## src/rtl/cpu_run_ctrl.sv

```systemverilog
// rtl/cpu_run_ctrl.sv - run controller sequencing CPU reset/enable/start with step mode and watchdog
module cpu_run_ctrl #(
    parameter int RST_CYCLES  = 4,
    parameter int CNT_W       = 32,
    parameter int WDOG_CYCLES = 0
) (
    input  logic             clk_in,
    input  logic             reset,
    input  logic             run_req,
    input  logic             abort_req,
    input  logic             mode_step,
    input  logic             step_req,
    input  logic             halt_in,
    output logic             cpu_reset,
    output logic             cpu_enable,
    output logic             cpu_start,
    output logic             busy,
    output logic             done,
    output logic             timeout,
    output logic [CNT_W-1:0] cycle_cnt
);

    localparam int               HOLD_W    = $clog2(RST_CYCLES + 1);
    localparam logic [HOLD_W-1:0] HOLD_LAST = HOLD_W'(RST_CYCLES);
    localparam logic [CNT_W-1:0]  CNT_MAX   = '1;
    localparam logic [CNT_W-1:0]  WDOG_LAST = CNT_W'((WDOG_CYCLES == 0) ? 0 : WDOG_CYCLES - 1);
    localparam bit                WDOG_EN   = (WDOG_CYCLES != 0);

    typedef enum logic [1:0] {
        S_IDLE,
        S_HOLD,
        S_RUN,
        S_DONE
    } state_t;

    state_t            state_q;
    logic [HOLD_W-1:0] hold_q;
    logic [CNT_W-1:0]  cnt_q;
    logic [CNT_W-1:0]  cnt_d;
    logic              rst_q;
    logic              en_q;
    logic              start_q;
    logic              busy_q;
    logic              done_q;
    logic              timeout_q;
    logic              halt_hit;
    logic              wdog_hit;

    // halt_in and the watchdog are only meaningful in a cycle the CPU actually advanced
    always_comb begin
        cnt_d    = (cnt_q == CNT_MAX) ? cnt_q : cnt_q + 1'b1;
        halt_hit = en_q & halt_in;
        wdog_hit = WDOG_EN & en_q & (cnt_q == WDOG_LAST);
    end

    always_ff @(posedge clk_in) begin
        if (!reset) begin
            state_q   <= S_IDLE;
            hold_q    <= '0;
            cnt_q     <= '0;
            rst_q     <= 1'b1;
            en_q      <= 1'b0;
            start_q   <= 1'b0;
            busy_q    <= 1'b0;
            done_q    <= 1'b0;
            timeout_q <= 1'b0;
        end else if (abort_req) begin
            state_q   <= S_IDLE;
            hold_q    <= '0;
            rst_q     <= 1'b1;
            en_q      <= 1'b0;
            start_q   <= 1'b0;
            busy_q    <= 1'b0;
            done_q    <= 1'b0;
            timeout_q <= 1'b0;
        end else begin
            case (state_q)
                S_IDLE, S_DONE: begin
                    if (run_req) begin
                        state_q   <= S_HOLD;
                        hold_q    <= '0;
                        cnt_q     <= '0;
                        rst_q     <= 1'b1;
                        en_q      <= 1'b0;
                        start_q   <= 1'b0;
                        busy_q    <= 1'b1;
                        done_q    <= 1'b0;
                        timeout_q <= 1'b0;
                    end
                end
                // hold_q reaching RST_CYCLES means RST_CYCLES full reset cycles have been seen
                S_HOLD: begin
                    if (hold_q == HOLD_LAST) begin
                        state_q <= S_RUN;
                        rst_q   <= 1'b0;
                        start_q <= 1'b1;
                        en_q    <= ~mode_step;
                    end else begin
                        hold_q <= hold_q + 1'b1;
                    end
                end
                S_RUN: begin
                    if (en_q) begin
                        cnt_q <= cnt_d;
                    end
                    if (halt_hit || wdog_hit) begin
                        state_q   <= S_DONE;
                        rst_q     <= 1'b0;
                        en_q      <= 1'b0;
                        start_q   <= 1'b0;
                        busy_q    <= 1'b0;
                        done_q    <= 1'b1;
                        timeout_q <= ~halt_hit;
                    end else begin
                        en_q <= mode_step ? step_req : 1'b1;
                    end
                end
                default: begin
                    state_q <= S_IDLE;
                    rst_q   <= 1'b1;
                    en_q    <= 1'b0;
                    start_q <= 1'b0;
                    busy_q  <= 1'b0;
                    done_q  <= 1'b0;
                end
            endcase
        end
    end

    assign cpu_reset  = rst_q;
    assign cpu_enable = en_q;
    assign cpu_start  = start_q;
    assign busy       = busy_q;
    assign done       = done_q;
    assign timeout    = timeout_q;
    assign cycle_cnt  = cnt_q;

endmodule
```

## config.mk

```make
export PLATFORM = sky130hd
export DESIGN_NAME = cpu_run_ctrl
export DESIGN_NICKNAME = d
export VERILOG_FILES = /design/src/rtl/cpu_run_ctrl.sv
export SDC_FILE = /design/constraint.sdc
export NUM_CORES = 1
export LEC_CHECK = 0
export ABC_AREA = 1
export CORE_ASPECT_RATIO = 1.5
export CORE_UTILIZATION = 55
export CTS_BUF_LIST = sky130_fd_sc_hd__clkbuf_8
export CTS_CLUSTER_DIAMETER = 150
export CTS_CLUSTER_SIZE = 8
export DETAILED_ROUTE_END_ITERATION = 7
export PLACE_DENSITY = 0.81
export SETUP_SLACK_MARGIN = 0.02
export SYNTH_ARGS = -nofsm -noshare
export SYNTH_HDL_FRONTEND = slang
export SYNTH_SLANG_ARGS = --single-unit
```

## constraint.sdc

```tcl
create_clock -name clk_in -period 4.6 [get_ports clk_in]
set_input_delay 0.46 -clock clk_in [delete_from_list [all_inputs] [get_ports clk_in]]
set_output_delay 0.46 -clock clk_in [all_outputs]
set_load 0.02 [all_outputs]
```

==> results by group <==
Outcome
  – Run status: completed

Yosys
  – Avg Synthesized Cell Area: about 5.7 um2
  – Ys flop type: dfxtp_1
  – Post-Syn Area: around 3000 um2
  – Syn. warnings: 0
  – Post-Syn Instances: 531
  – EDFF count, synth: 0
  – Sequential area share after synthesis: 28.2%
  – Post-synth ARST share: 0%
  – Distinct cells, synth: 28
  – Synth Register Bits: 43
  – Post-Syn Nets: about 540

Clock tree
  – Max H-tree Level: 2
  – Sink Count: between 40 and 50
  – CTS Buffer Depth: 2
  – CTS resizes: 0
  – Clock root cell: clkbuf_8
  – TritonCTS Buffers: 5
  – Clock-pin transition on the worst setup and hold timing paths: 0.09 ns
  – Post-CTS setup buffers: 0
  – TritonCTS clock tree: yes
  – Clk Latency, worst-skew pair: approximately 0.31 ns
  – Hold buffers post-CTS: 0

STA
  – RSZ-0062 raised after global routing: false
  – Max-slew headroom: 53.6%
  – Max Freq: between 300 and 400 MHz
  – Tcrit/Tclk final: about two thirds
  – Setup violators final: 0
  – Final WS setup: 1.54 ns
  – Tightest Pin Transition: slightly below 0.7 ns
  – Hold Fails Final Rpt: 0
  – Clock skew: between 0.007 and 0.008 ns
  – Fin crit period: about 3 ns
  – Setup TNS: 0 ns
  – Max-slew violation count: 0

Setup path
  – CP Launch Type: flip-flop
  – Worst EP arrival: 3.26 ns
  – Critical path class: flip-flop to flip-flop
  – Worst stage delay on the critical path: 0.59 ns
  – Reg2reg setup slack: between 1.5 and 2 ns
  – Worst r2r path cells: 7
  – Crit path max-delay cell type: inv_1
  – Crit end category: flip-flop
  – CP Max Fanout: 40
  – CP Cell Sequence: inv_1 > ha_1 > inv_1 > or2_2 > nand3_4 > o21bai_1 > nor2_1
  – Cell mode on critical path: inv_1
  – Critical path required time: between 4 and 5 ns

Power and ir drop
  – Peak supply drop: approximately 0.00018 V
  – Power Dens Cells: roughly 240 nW/um2
  – Leakage power: 1.50 nW

Layout
  – Final non-filler cell total: roughly 640
  – Commonest non-fill, non-tap cell in the layout: nand2_1
  – Ratio of cells with drive above 1 in the final layout: 3.87%
  – Most frequent cells in the layout: 163 x nand2_1, 107 x nor2_1, 87 x inv_1, 44 x clkdlybuf4s50_1, 43 x dfxtp_1
  – Cell area after layout: around 3600 um2
  – Final net count: 580
  – Util after Layout: 68.0%
  – Fillers: between 500 and 600
  – N_diodes: 0
  – Area Overhead vs Synth: 17.0%

Route
  – Post-route ant nets: 0
  – Via/cell ratio: 5.24
  – Wire per inst: 13.3 um
  – Via count: about 3300
  – DRC marker count from the first detailed-route iteration: 299
  – Total Wirelength: around 8.4 mm
  – Residual DRC: 0
  – DRT Pass-1 Iters: 5

Global route
  – Antenna violations before repair: 0
  – Vias in the first global route: 3233
  – First-pass GRT wire length: between 10 and 15 mm
  – Largest net degree at the start of global routing: 41
  – GRT Overall Usage: about a third
  – Overflow after GRT: 0

Die
  – Die H: 93.2 um
  – Row count: 32
  – Core Region: between 5000 and 6000 um2
  – Initial core utilization: approximately three fifths
  – Ports: 45
  – Die width: approximately 63 um
  – Die ar.: 5850 um2

Hold path
  – Cells on Worst Hold Path: 2
  – Hold Path Class: flip-flop to flip-flop

Placed design
  – Placed cell count: about 630
  – Detailed placement HPWL: a little over 6 mm
  – Placement Cell Area: ~3500 um2
  – Setup WS pre-CTS: 1.60 ns
  – IO buf count: 44
  – GPL Wtd Cong: around 0.97

Run
  – Max-cap violations: 0
[layer usage]
metal / vias to the layer above / routed length, um / GRT usage, %
met4: 0 / 242 / 15.9
li1: 1695 / - / -
met3: 22 / 422 / 4.76
met2: 123 / 4300 / 55.8
met5: - / 0 / 0
met1: 1494 / 3480 / 36.4
[registers in the layout, summed over array words and instances, names as in the netlist]
signal      cells
hold_q          3
cpu_reset       1
cpu_start       1
cpu_enable      1
state_q         2
cycle_cnt      32
done            1
timeout         1
busy            1
[metrics by stage]
step	hold slack (ns)	total power [mW]
detailed placement	0.436	0.604
global placement	0.431	0.599
CTS	0.453	0.854
global route	0.492	0.895
finish	0.448	0.852
floorplan	0.458	0.551
[cells by family (layout without fill, tap and decap cells)]
group           Yosys count  in the layout  synth area share [%]
compound gates           46             46                  8.99
xor+xnor                  1              1                 0.287
fa+ha+maj                 6              6                  2.46
buf+inv                 105            142                  14.4
flops                    43             43                  28.2
simple gates            330            330                  45.6
[worst paths after layout]
check	endpoint	startpoint
hold reg to reg	timeout	timeout
hold / removal	timeout	timeout
setup reg to reg	cycle_cnt[20]	state_q[0]
setup / recovery	cycle_cnt[20]	state_q[0]
[cell usage after synthesis (2+ instances only)]
library cell,instances,area [um2]
a21oi_1,19,95.1
buf_2,4,20.0
buf_4,3,22.5
buf_6,4,45.0
clkbuf_1,6,22.5
dfxtp_1,43,861
ha_1,6,75.1
inv_1,87,327
nand2_1,163,612
nand3_1,22,110
nand3_4,2,35.0
nand4_1,23,144
nor2_1,107,402
nor2_2,4,25.0
nor3_1,3,15.0
o21ai_0,10,50.1
o21bai_1,14,105
[critical path, delay by kind of cell (launching register included)]
kind                       cells  cell delay [ns]
DFF                            1             0.38
buffers and inverters          2             0.65
and+or+nand+nor                3             1.11
adders and majority gates      1             0.44
AOI/OAI and AO/OA              1             0.33
[layout make-up]
type,count,area (um2),share of cell area [%]
timing repair buffer,46,455,12.8
clock inverter,3,20.0,0.561
inverter,88,330,9.26
clock buffer,5,68.8,1.93
sequential,43,861,24.1
tap,68,85.1,2.39
multi-input combinational,383,1750,49.0
[where the power goes]
part           switching (mW)  total [mW]  internal, mW
Clock                   0.148       0.254         0.106
Sequential             0.0193       0.408         0.388
Combinational           0.120       0.190        0.0698
Power figures use the tool's default switching activity.
